<file path="src/rtl/iob_cache_axi_pkg.sv">
// Shared AXI4 constants and FSM state encodings for the IOb cache back-end.
package iob_cache_axi_pkg;

    localparam logic [1:0] AXI_BURST_INCR = 2'b01;
    localparam logic [1:0] AXI_BURST_WRAP = 2'b10;
    localparam logic [1:0] AXI_RESP_OKAY  = 2'b00;

    typedef enum logic [1:0] {
        W_IDLE,
        W_SEND,
        W_DONE
    } wr_state_t;

    typedef enum logic [2:0] {
        R_IDLE,
        R_WAIT,
        R_ADDR,
        R_DATA,
        R_END
    } rd_state_t;

endpackage

</file>
<file path="src/rtl/iob_cache_be_axi_wr.sv">
// Write-through path: single-beat AXI writes, lane steering and
// outstanding-write counter.
module iob_cache_be_axi_wr
    import iob_cache_axi_pkg::*;
#(
    parameter int FE_ADDR_W = 24,
    parameter int FE_DATA_W = 32,
    parameter int BE_DATA_W = 32,
    parameter int OUTST_W   = 2,
    parameter int AXI_ID_W  = 1,
    parameter int AXI_ID    = 0,
    parameter int AXI_LEN_W = 8,
    localparam int FE_NBYTES_W = $clog2(FE_DATA_W / 8),
    localparam int BE_NBYTES_W = $clog2(BE_DATA_W / 8),
    localparam int BE_NBYTES   = BE_DATA_W / 8
) (
    input  logic                          clk_i,
    input  logic                          arst_n_i,
    input  logic                          cke_i,
    input  logic                          write_valid_i,
    input  logic [FE_ADDR_W-FE_NBYTES_W-1:0] write_addr_i,
    input  logic [FE_DATA_W-1:0]          write_wdata_i,
    input  logic [FE_DATA_W/8-1:0]        write_wstrb_i,
    output logic                          write_ready_o,
    output logic                          wr_idle_o,
    output logic                          axi_awvalid_o,
    output logic [FE_ADDR_W-1:0]          axi_awaddr_o,
    output logic [AXI_LEN_W-1:0]          axi_awlen_o,
    output logic [2:0]                    axi_awsize_o,
    output logic [1:0]                    axi_awburst_o,
    output logic                          axi_awlock_o,
    output logic [3:0]                    axi_awcache_o,
    output logic [2:0]                    axi_awprot_o,
    output logic [3:0]                    axi_awqos_o,
    output logic [AXI_ID_W-1:0]           axi_awid_o,
    input  logic                          axi_awready_i,
    output logic                          axi_wvalid_o,
    output logic [BE_DATA_W-1:0]          axi_wdata_o,
    output logic [BE_NBYTES-1:0]          axi_wstrb_o,
    output logic                          axi_wlast_o,
    input  logic                          axi_wready_i,
    input  logic                          axi_bvalid_i,
    output logic                          axi_bready_o
);

    wr_state_t              state;
    logic [OUTST_W:0]       cnt;
    logic                   bready_q;
    logic [FE_ADDR_W-1:0]   byte_addr;
    logic [BE_NBYTES_W-1:0] byte_off;
    logic                   b_hs;
    logic                   inc;

    assign byte_addr = {write_addr_i, {FE_NBYTES_W{1'b0}}};
    assign byte_off  = byte_addr[BE_NBYTES_W-1:0];
    assign inc       = (state == W_DONE);

    assign axi_bready_o = bready_q & cke_i;
    assign b_hs         = axi_bvalid_i & axi_bready_o;
    assign wr_idle_o    = (cnt == '0) && (state == W_IDLE);

    assign axi_awlen_o   = '0;
    assign axi_awsize_o  = 3'(BE_NBYTES_W);
    assign axi_awburst_o = AXI_BURST_INCR;
    assign axi_awlock_o  = 1'b0;
    assign axi_awcache_o = 4'b0011;
    assign axi_awprot_o  = 3'b000;
    assign axi_awqos_o   = 4'b0000;
    assign axi_awid_o    = AXI_ID_W'(AXI_ID);
    assign axi_wlast_o   = 1'b1;

    always_ff @(posedge clk_i or negedge arst_n_i) begin
        if (!arst_n_i) begin
            state         <= W_IDLE;
            cnt           <= '0;
            bready_q      <= 1'b0;
            write_ready_o <= 1'b0;
            axi_awvalid_o <= 1'b0;
            axi_wvalid_o  <= 1'b0;
            axi_awaddr_o  <= '0;
            axi_wdata_o   <= '0;
            axi_wstrb_o   <= '0;
        end else if (cke_i) begin
            bready_q <= 1'b1;
            cnt      <= cnt + (OUTST_W+1)'(inc) - (OUTST_W+1)'(b_hs);
            case (state)
                W_IDLE: begin
                    if (write_valid_i && !cnt[OUTST_W]) begin
                        state         <= W_SEND;
                        axi_awvalid_o <= 1'b1;
                        axi_wvalid_o  <= 1'b1;
                        axi_awaddr_o  <= {byte_addr[FE_ADDR_W-1:BE_NBYTES_W],
                                          {BE_NBYTES_W{1'b0}}};
                        axi_wdata_o   <= {(BE_DATA_W/FE_DATA_W){write_wdata_i}};
                        axi_wstrb_o   <= BE_NBYTES'(write_wstrb_i) << byte_off;
                    end
                end
                W_SEND: begin
                    if (axi_awready_i) axi_awvalid_o <= 1'b0;
                    if (axi_wready_i) axi_wvalid_o <= 1'b0;
                    if ((!axi_awvalid_o || axi_awready_i) &&
                        (!axi_wvalid_o || axi_wready_i)) begin
                        state         <= W_DONE;
                        write_ready_o <= 1'b1;
                    end
                end
                W_DONE: begin
                    state         <= W_IDLE;
                    write_ready_o <= 1'b0;
                end
                default: state <= W_IDLE;
            endcase
        end
    end

endmodule

</file>
<file path="src/rtl/iob_cache_be_axi_pipe.sv">
// AXI4 back-end: pipelined write-through plus critical-beat line fill.
// IOB_CACHE_AXI_WRAP_EN selects WRAP bursts starting at the critical beat.
module iob_cache_be_axi_pipe
    import iob_cache_axi_pkg::*;
#(
    parameter int FE_ADDR_W     = 24,
    parameter int FE_DATA_W     = 32,
    parameter int BE_DATA_W     = 32,
    parameter int WORD_OFFSET_W = 3,
    parameter int OUTST_W       = 2,
    parameter int AXI_ID_W      = 1,
    parameter int AXI_ID        = 0,
    parameter int AXI_LEN_W     = 8,
    localparam int FE_NBYTES_W = $clog2(FE_DATA_W / 8),
    localparam int BE_NBYTES_W = $clog2(BE_DATA_W / 8),
    localparam int LINE2BE_W   = WORD_OFFSET_W - $clog2(BE_DATA_W / FE_DATA_W),
    localparam int RA_W        = FE_ADDR_W - BE_NBYTES_W - LINE2BE_W
) (
    input  logic                          clk_i,
    input  logic                          arst_n_i,
    input  logic                          cke_i,
    input  logic                          write_valid_i,
    input  logic [FE_ADDR_W-FE_NBYTES_W-1:0] write_addr_i,
    input  logic [FE_DATA_W-1:0]          write_wdata_i,
    input  logic [FE_DATA_W/8-1:0]        write_wstrb_i,
    output logic                          write_ready_o,
    input  logic                          replace_valid_i,
    input  logic [RA_W-1:0]               replace_addr_i,
    input  logic [LINE2BE_W-1:0]          replace_crit_i,
    output logic                          replace_o,
    output logic                          read_valid_o,
    output logic [LINE2BE_W-1:0]          read_addr_o,
    output logic [BE_DATA_W-1:0]          read_rdata_o,
    output logic                          wr_idle_o,
    output logic                          err_o,
    input  logic                          err_clr_i,
    output logic                          axi_awvalid_o,
    output logic [FE_ADDR_W-1:0]          axi_awaddr_o,
    output logic [AXI_LEN_W-1:0]          axi_awlen_o,
    output logic [2:0]                    axi_awsize_o,
    output logic [1:0]                    axi_awburst_o,
    output logic                          axi_awlock_o,
    output logic [3:0]                    axi_awcache_o,
    output logic [2:0]                    axi_awprot_o,
    output logic [3:0]                    axi_awqos_o,
    output logic [AXI_ID_W-1:0]           axi_awid_o,
    input  logic                          axi_awready_i,
    output logic                          axi_wvalid_o,
    output logic [BE_DATA_W-1:0]          axi_wdata_o,
    output logic [BE_DATA_W/8-1:0]        axi_wstrb_o,
    output logic                          axi_wlast_o,
    input  logic                          axi_wready_i,
    input  logic                          axi_bvalid_i,
    input  logic [1:0]                    axi_bresp_i,
    input  logic [AXI_ID_W-1:0]           axi_bid_i,
    output logic                          axi_bready_o,
    output logic                          axi_arvalid_o,
    output logic [FE_ADDR_W-1:0]          axi_araddr_o,
    output logic [AXI_LEN_W-1:0]          axi_arlen_o,
    output logic [2:0]                    axi_arsize_o,
    output logic [1:0]                    axi_arburst_o,
    output logic                          axi_arlock_o,
    output logic [3:0]                    axi_arcache_o,
    output logic [2:0]                    axi_arprot_o,
    output logic [3:0]                    axi_arqos_o,
    output logic [AXI_ID_W-1:0]           axi_arid_o,
    input  logic                          axi_arready_i,
    input  logic                          axi_rvalid_i,
    input  logic [BE_DATA_W-1:0]          axi_rdata_i,
    input  logic [1:0]                    axi_rresp_i,
    input  logic                          axi_rlast_i,
    input  logic [AXI_ID_W-1:0]           axi_rid_i,
    output logic                          axi_rready_o
);

    rd_state_t              r_state;
    logic [LINE2BE_W-1:0]   first;
    logic [LINE2BE_W-1:0]   beat;
    logic                   r_hs;
    logic                   r_err;
    logic                   b_err;
    logic                   unused;

`ifdef IOB_CACHE_AXI_WRAP_EN
    localparam logic [1:0] AR_BURST = AXI_BURST_WRAP;
    assign first  = replace_crit_i;
    assign unused = ^{axi_bid_i, axi_rid_i};
`else
    localparam logic [1:0] AR_BURST = AXI_BURST_INCR;
    assign first  = '0;
    assign unused = ^{axi_bid_i, axi_rid_i, replace_crit_i};
`endif

    iob_cache_be_axi_wr #(
        .FE_ADDR_W (FE_ADDR_W),
        .FE_DATA_W (FE_DATA_W),
        .BE_DATA_W (BE_DATA_W),
        .OUTST_W   (OUTST_W),
        .AXI_ID_W  (AXI_ID_W),
        .AXI_ID    (AXI_ID),
        .AXI_LEN_W (AXI_LEN_W)
    ) u_wr (
        .clk_i         (clk_i),
        .arst_n_i      (arst_n_i),
        .cke_i         (cke_i),
        .write_valid_i (write_valid_i),
        .write_addr_i  (write_addr_i),
        .write_wdata_i (write_wdata_i),
        .write_wstrb_i (write_wstrb_i),
        .write_ready_o (write_ready_o),
        .wr_idle_o     (wr_idle_o),
        .axi_awvalid_o (axi_awvalid_o),
        .axi_awaddr_o  (axi_awaddr_o),
        .axi_awlen_o   (axi_awlen_o),
        .axi_awsize_o  (axi_awsize_o),
        .axi_awburst_o (axi_awburst_o),
        .axi_awlock_o  (axi_awlock_o),
        .axi_awcache_o (axi_awcache_o),
        .axi_awprot_o  (axi_awprot_o),
        .axi_awqos_o   (axi_awqos_o),
        .axi_awid_o    (axi_awid_o),
        .axi_awready_i (axi_awready_i),
        .axi_wvalid_o  (axi_wvalid_o),
        .axi_wdata_o   (axi_wdata_o),
        .axi_wstrb_o   (axi_wstrb_o),
        .axi_wlast_o   (axi_wlast_o),
        .axi_wready_i  (axi_wready_i),
        .axi_bvalid_i  (axi_bvalid_i),
        .axi_bready_o  (axi_bready_o)
    );

    assign axi_arlen_o   = AXI_LEN_W'((1 << LINE2BE_W) - 1);
    assign axi_arsize_o  = 3'(BE_NBYTES_W);
    assign axi_arburst_o = AR_BURST;
    assign axi_arlock_o  = 1'b0;
    assign axi_arcache_o = 4'b0011;
    assign axi_arprot_o  = 3'b000;
    assign axi_arqos_o   = 4'b0000;
    assign axi_arid_o    = AXI_ID_W'(AXI_ID);

    assign replace_o    = (r_state != R_IDLE);
    assign axi_rready_o = (r_state == R_DATA) & cke_i;
    assign r_hs         = axi_rvalid_i & axi_rready_o;
    assign r_err        = r_hs & (axi_rresp_i != AXI_RESP_OKAY);
    assign b_err        = axi_bvalid_i & axi_bready_o &
                          (axi_bresp_i != AXI_RESP_OKAY);

    always_ff @(posedge clk_i or negedge arst_n_i) begin
        if (!arst_n_i) begin
            r_state       <= R_IDLE;
            axi_arvalid_o <= 1'b0;
            axi_araddr_o  <= '0;
            beat          <= '0;
            read_valid_o  <= 1'b0;
            read_addr_o   <= '0;
            read_rdata_o  <= '0;
            err_o         <= 1'b0;
        end else if (cke_i) begin
            read_valid_o <= r_hs;
            if (r_hs) begin
                read_rdata_o <= axi_rdata_i;
                read_addr_o  <= beat;
                beat         <= beat + 1'b1;
            end
            // a new error outranks a clear in the same cycle
            if (r_err || b_err) err_o <= 1'b1;
            else if (err_clr_i) err_o <= 1'b0;
            case (r_state)
                R_IDLE: begin
                    if (replace_valid_i) begin
                        r_state      <= R_WAIT;
                        axi_araddr_o <= {replace_addr_i, first,
                                         {BE_NBYTES_W{1'b0}}};
                        beat         <= first;
                    end
                end
                R_WAIT: begin
                    if (wr_idle_o) begin
                        r_state       <= R_ADDR;
                        axi_arvalid_o <= 1'b1;
                    end
                end
                R_ADDR: begin
                    if (axi_arready_i) begin
                        r_state       <= R_DATA;
                        axi_arvalid_o <= 1'b0;
                    end
                end
                R_DATA: if (r_hs && axi_rlast_i) r_state <= R_END;
                R_END:  r_state <= R_IDLE;
                default: r_state <= R_IDLE;
            endcase
        end
    end

endmodule
</file>
<file path="config.mk">
export PLATFORM = sky130hd
export DESIGN_NAME = iob_cache_be_axi_pipe
export DESIGN_NICKNAME = d
export VERILOG_FILES = /design/src/rtl/iob_cache_axi_pkg.sv /design/src/rtl/iob_cache_be_axi_wr.sv /design/src/rtl/iob_cache_be_axi_pipe.sv
export SDC_FILE = /design/constraint.sdc
export NUM_CORES = 1
export LEC_CHECK = 0
export CAP_MARGIN = 20
export CORE_MARGIN = 2
export CORE_UTILIZATION = 35
export DETAILED_ROUTE_END_ITERATION = 6
export MAX_ROUTING_LAYER = met4
export PLACE_DENSITY = 0.77
export SYNTH_ARGS = -nofsm -noshare
export SYNTH_HDL_FRONTEND = slang
export SYNTH_SLANG_ARGS = --single-unit
</file>
<file path="constraint.sdc">
create_clock -name clk_i -period 1.7 [get_ports clk_i]
set_input_delay 0.34 -clock clk_i [delete_from_list [all_inputs] [get_ports clk_i]]
set_output_delay 0.34 -clock clk_i [all_outputs]
set_load 0.01 [all_outputs]
</file>
Yosys cells after proc, flatten, opt, wreduce, memory -nomap -nowiden
Cells that the tools add are included.
W data, S select, Z words.
- bits in registers: 130
- output and inout bits: 182
- add/sub/neg operators: 3
- eq/ne operators: 13
- muxes and demuxes: 23
- bitwise logic cells: 6
- reductions and logical operators: 30
- operators with widths (kind ; number):
    $mux W3 ; 7
    $ne A2 B2 Y1 const B ; 6
    $pmux W3 S4 ; 1
    $reduce_and A3 Y1 ; 4
    $reduce_and A4 Y1 ; 3
    $reduce_bool A2 Y1 ; 6
    $mux W1 ; 8
    $pmux W1 S2 ; 4
    $and A1 B1 Y1 ; 6
    $eq A3 B2 Y1 const B ; 2
    $logic_not A3 Y1 ; 2
    $reduce_and A5 Y1 ; 1
    $logic_and A1 B1 Y1 ; 4
    $mux W2 ; 2
    $ne A2 B1 Y1 const B ; 2
    $pmux W2 S2 ; 1
    $reduce_and A2 Y1 ; 2
    $add A3 B1 Y3 ; 1
    $add A3 B1 Y3 const B ; 1
    $eq A3 B1 Y1 const B ; 1
    $logic_not A1 Y1 ; 3
    $logic_or A1 B1 Y1 ; 3
    $reduce_bool A3 Y1 ; 1
    $sub A3 B1 Y3 ; 1
    3 further kinds ; 3

Depth between registers and ports, before layout
- depth in word-level cells: 7
- depth in mapped cells: 9
- mapped depth without buffers: 8

Cells and area by module
From an unflattened synthesis, not the netlist that was laid out.
- cell total of the unflattened synthesis: 402
- area, all modules: 5938.2 um^2
- by module, submodules not included (module ; times used ; cells each ; area each (um^2)):
    iob_cache_be_axi_pipe ; 1 ; 200 ; 3001.6
    iob_cache_be_axi_wr ; 1 ; 202 ; 2936.6

Least setup slack after synthesis
Ideal clock, no wire load.
- path type: in2reg
- start: input cke_i
- end: register u_wr.cnt[2]
- setup time: 0.123 ns
- arrival: 1.849 ns
- required time: 1.577 ns
- setup slack: -0.273 ns
- cell stages on the path: 9
- cell sequence: clkbuf_1 > and3_1 > ha_1 > inv_1 > ha_1 > fa_1 > xnor2_1 > nand2_1 > xnor2_1
- cells in the longest elaborated chain, start to end: 3
- ends and longest elaborated chain (what ; RTL line ; RTL):
    from (decl) ; iob_cache_be_axi_pipe.sv:21 ; input logic cke_i,
    $and A1 B1 Y1 ; iob_cache_be_axi_wr.sv:58 ; assign axi_bready_o = bready_q & cke_i;
    $and A1 B1 Y1 ; iob_cache_be_axi_wr.sv:59 ; assign b_hs = axi_bvalid_i & axi_bready_o;
    $sub A3 B1 Y3 ; iob_cache_be_axi_wr.sv:85 ; cnt <= cnt + (OUTST_W+1)'(inc) - (OUTST_W+1)'(b_hs);
    to (signal assigned) ; iob_cache_be_axi_wr.sv:85 ;
    to (decl) ; iob_cache_be_axi_wr.sv:47 ; logic [OUTST_W:0] cnt;
Several ways; a longest one is shown, not always the timed one.
A chain may end at the register's enable or synchronous reset.

Worst setup path in the final report
- start: register u_wr.bready_q
- end: register u_wr.cnt[2]
- cells in the longest elaborated chain, start to end: 3
- ends and longest elaborated chain (what ; RTL line ; RTL):
    from (decl) ; iob_cache_be_axi_wr.sv:48 ; logic bready_q;
    from (signal assigned) ; iob_cache_be_axi_wr.sv:76 ; bready_q <= 1'b0;
    from (signal assigned) ; iob_cache_be_axi_wr.sv:84 ; bready_q <= 1'b1;
    $and A1 B1 Y1 ; iob_cache_be_axi_wr.sv:58 ;
    $and A1 B1 Y1 ; iob_cache_be_axi_wr.sv:59 ;
    $sub A3 B1 Y3 ; iob_cache_be_axi_wr.sv:85 ;
Every way passes these cells.

==> results.sh <==
export IMPL_status="complete, but fails checks"
export IMPL_violations="negative setup slack"
export IMPL_max_cap_violations=0
export IMPL_first_pass_iters=5
export IMPL_die_h_um=131.4
export IMPL_gp_congestion=0.8531
export IMPL_worstSetupPathDepth=8
export IMPL_period_needed_ns=1.894
export IMPL_power_mw=17.22
export IMPL_wl_met2_mm=9.188
export IMPL_final_nets=854
export IMPL_tritoncts="done"
export IMPL_postLayoutCoreUtil=0.6282
export IMPL_vias=4294
export IMPL_routed_top_layer="met4"
export IMPL_ys_seq_area_frac=0.5726
export IMPL_cts_buffers=17
export IMPL_crit_type="register to register"
export IMPL_post_drt_wl_per_cell_um=17.98
export IMPL_worst_clock_skew_ns=0.007415
export IMPL_wl_met3_mm=1.001
export IMPL_critPathArrivalTime_ns=2.22
export IMPL_dieArea_um2=17270
export IMPL_grt_ovfl_total=0
export IMPL_hold_class="input port to asynchronous set/reset pin"
export IMPL_drtIter0Drc=160
export IMPL_core_area_um2=15890
export IMPL_reg2regPathDepth=8
export IMPL_cts_sinks=130
export IMPL_postSynthAreaPerCell_um2=14.03
export IMPL_rows=46
export IMPL_fmax_mhz=528.1
export IMPL_wl_mm=17.07
export IMPL_cts_buffer_depth=2
export IMPL_rr_endpoint="u_wr.cnt[2]$_DFFE_PN0P_"
export IMPL_start_kind="register"
export IMPL_whs_ns=0.3815
export IMPL_crit_slowest_cell="dfrtp_1"
export IMPL_fin_area_um2=9980
export IMPL_r2r_setup_slack_ns=-0.19
export IMPL_power_density_nw_per_um2=1726
export IMPL_rsz0062_at_grt="true"
export IMPL_numPortBuffers=246
export IMPL_r2r_start="u_wr.bready_q$_DFFE_PN0P_"
export IMPL_die_width_um=131.4
export IMPL_finalCritPeriodShare=1.114
export IMPL_synth_cell_types=42
export IMPL_drv_slew=0
export IMPL_grt_pass1_vias=4683
export IMPL_cts_htree_levels=4
export IMPL_drt_met1_wl_mm=6.531
export IMPL_viasPerCell=4.525
export IMPL_worstSetupStartpoint="u_wr.bready_q$_DFFE_PN0P_"
export IMPL_p_leak_nw=4.987
export IMPL_ir_drop_mv=0.9354
export IMPL_cp_required_ns=2.02
export IMPL_worstPathCellList="and3_4 -> ha_4 -> inv_2 -> ha_4 -> fa_2 -> xnor2_2 -> nand2_1 -> xnor2_1"
export IMPL_grt_max_degree=51
export IMPL_dp_hpwl_mm=11.15
export IMPL_crit_fanout=2
export IMPL_syn_inst=405
export IMPL_yosysWarningCount=0
export IMPL_worst_path_buf_inv=1
export IMPL_antennaDiodeCount=0
export IMPL_fillCellCount=1165
export IMPL_hold_viol=0
export IMPL_place_area_um2=8443
export IMPL_syn_area_um2=5682
export IMPL_cp_endpoint="u_wr.cnt[2]$_DFFE_PN0P_"
export IMPL_syn_to_final_growth_pct=75.64
export IMPL_final_seq_area_um2=3253
export IMPL_clk_insertion_delay_late_ns=0.41
export IMPL_grt_pass1_wl_mm=24.83
export IMPL_root_buffer="clkbuf_16"
export IMPL_synthFlopType="dfrtp_1"
export IMPL_cp_end_kind="register"
export IMPL_setup_viol=82
export IMPL_ant_nets=0
export IMPL_cpPeakStageDelay_ns=0.38
export IMPL_start_util=0.3577
export IMPL_antenna_found_initial=0
export IMPL_cts_clk_slew_worst_paths_ns=0.06
export IMPL_ys_ff_latch=130
export IMPL_final_layout_size_suffix_gt1_frac=0.3179
export IMPL_global_route_usage_total=0.1892
export IMPL_worst_path_dominant_cell_family="adder cells"
export IMPL_setup_slack_ns=-0.1936
export IMPL_multi_input_area_um2=2365
export IMPL_drcViolationCount=0
export IMPL_ios=312
export IMPL_crit_top_cell="ha_4"
export IMPL_synth_edf_count=0
export IMPL_async_reset_ff_frac=1.000
-- worst register-to-register path, cell delays in order (launching register included) --
cell     delay [ns]
dfrtp_1        0.38
and3_4         0.16
ha_4           0.26
inv_2          0.04
ha_4           0.15
fa_2           0.36
xnor2_2        0.18
nand2_1        0.10
xnor2_1        0.18
-- stage by stage --
stage	std cells	setup TNS, ns	worst slack [ns]
2_1_floorplan	463	-0.1853	-0.1285
3_3_place_gp	885	-48.11	-0.5044
3_5_place_dp	885	-51.54	-0.5689
4_1_cts	933	-1.440	-0.1335
5_1_grt	949	-10.36	-0.2530
6_report	949	-6.361	-0.1936
-- flip-flops by register name, summed over array words and instances, names as in the netlist --
name and count:
read_rdata_o 32, u_wr.axi_wdata_o 32, u_wr.axi_awaddr_o 22, axi_araddr_o 19, u_wr.axi_wstrb_o 4, beat 3
r_state 3, read_addr_o 3, u_wr.cnt 3, u_wr.state 2, axi_arvalid_o 1, err_o 1
read_valid_o 1, u_wr.axi_awvalid_o 1, u_wr.axi_wvalid_o 1, u_wr.bready_q 1, u_wr.write_ready_o 1
-- cells in the final DEF (no fill, tap or decap), types with 7 or more instances in the layout --
master	Yosys	layout
buf_6	5	17
buf_12	0	8
buf_8	1	10
clkdlybuf4s50_1	0	181
dfrtp_1	130	130
mux2_2	100	29
o21ai_0	10	9
dlymetal6s2s_1	0	54
buf_4	67	31
inv_1	10	9
nand2_1	8	7
conb_1	2	60
mux2_4	9	81
clkbuf_16	0	22
-- power breakdown --
group | switching, mW | internal, mW
sequential | 0.889 | 4.61
clock | 1.42 | 2.35
combinational | 2.88 | 5.07
total | 5.19 | 12.0
-- final cells by class --
class,instances,area share
Sequential cell,130,0.3260
Clock buffer,20,0.04476
Tap cell,216,0.02708
Clock inverter,12,0.01567
Timing Repair Buffer,316,0.3454
Multi-Input combinational cell,244,0.2370
Inverter,11,0.004137
-- synth_stat cells (all sizes together) (2+ instances only) --
master | count | share of area
dfrtp | 130 | 0.57
mux2 | 112 | 0.23
buf | 75 | 0.10
inv | 11 | 0.0073
o21ai | 10 | 0.0088
nand2 | 9 | 0.0073
nand3 | 7 | 0.0062
nor2 | 5 | 0.0033
o22ai | 4 | 0.0044
and3 | 3 | 0.0033
clkbuf | 3 | 0.0020
ha | 3 | 0.0066
nand2b | 3 | 0.0033
or3 | 3 | 0.0033
a21oi | 2 | 0.0018
conb | 2 | 0.0013
nand4 | 2 | 0.0022
nor2b | 2 | 0.0035
nor3 | 2 | 0.0018
o311ai | 2 | 0.0031
xnor2 | 2 | 0.0031
-- repair_timing --
item / 4_1_cts / 5_1_grt
endpoints found under the setup margin: 90 / 167
gates resized for setup: 65 / 136
setup buffers: 13 / 10
pin swaps: 1 / 3
endpoints found under the hold margin: 31 / 0
hold buffers: 1 / 0
cloned: 2 / 7
-- per-layer routing --
metal  global-route usage  up-vias
met4              0.08031        0
met1               0.1963     2131
met5                    -        -
met2               0.3330      229
li1                     -     1906
met3              0.05710       28
-- kinds of logic (layout without fill, tap and decap cells) --
| group | after synthesis | count (layout) | synth area share |
|---|---|---|---|
| multiplexers | 113 | 113 | 0.2297 |
| AND/OR/NAND/NOR | 43 | 43 | 0.04757 |
| buffers and inverters | 89 | 359 | 0.1121 |
| XOR/XNOR | 2 | 2 | 0.003084 |
| adder cells (fa/ha/maj) | 4 | 4 | 0.01013 |
| other | 2 | 60 | 0.001322 |
| flip-flops | 130 | 130 | 0.5726 |
| AO/OA/AOI/OAI | 22 | 22 | 0.02357 |
-- worst min path at each step --
stage | startpoint | to | slack, ns
after floorplan | arst_n_i | axi_araddr_o[10]$_DFFE_PN0P_ | 0.04
after global placement | arst_n_i | read_rdata_o[7]$_DFFE_PN0P_ | 0.25
after detailed placement | arst_n_i | read_rdata_o[7]$_DFFE_PN0P_ | 0.25
after CTS | arst_n_i | read_rdata_o[3]$_DFFE_PN0P_ | 0.37
after global routing | arst_n_i | read_rdata_o[7]$_DFFE_PN0P_ | 0.39
final | arst_n_i | read_rdata_o[7]$_DFFE_PN0P_ | 0.38
Power figures use the tool's default switching activity.
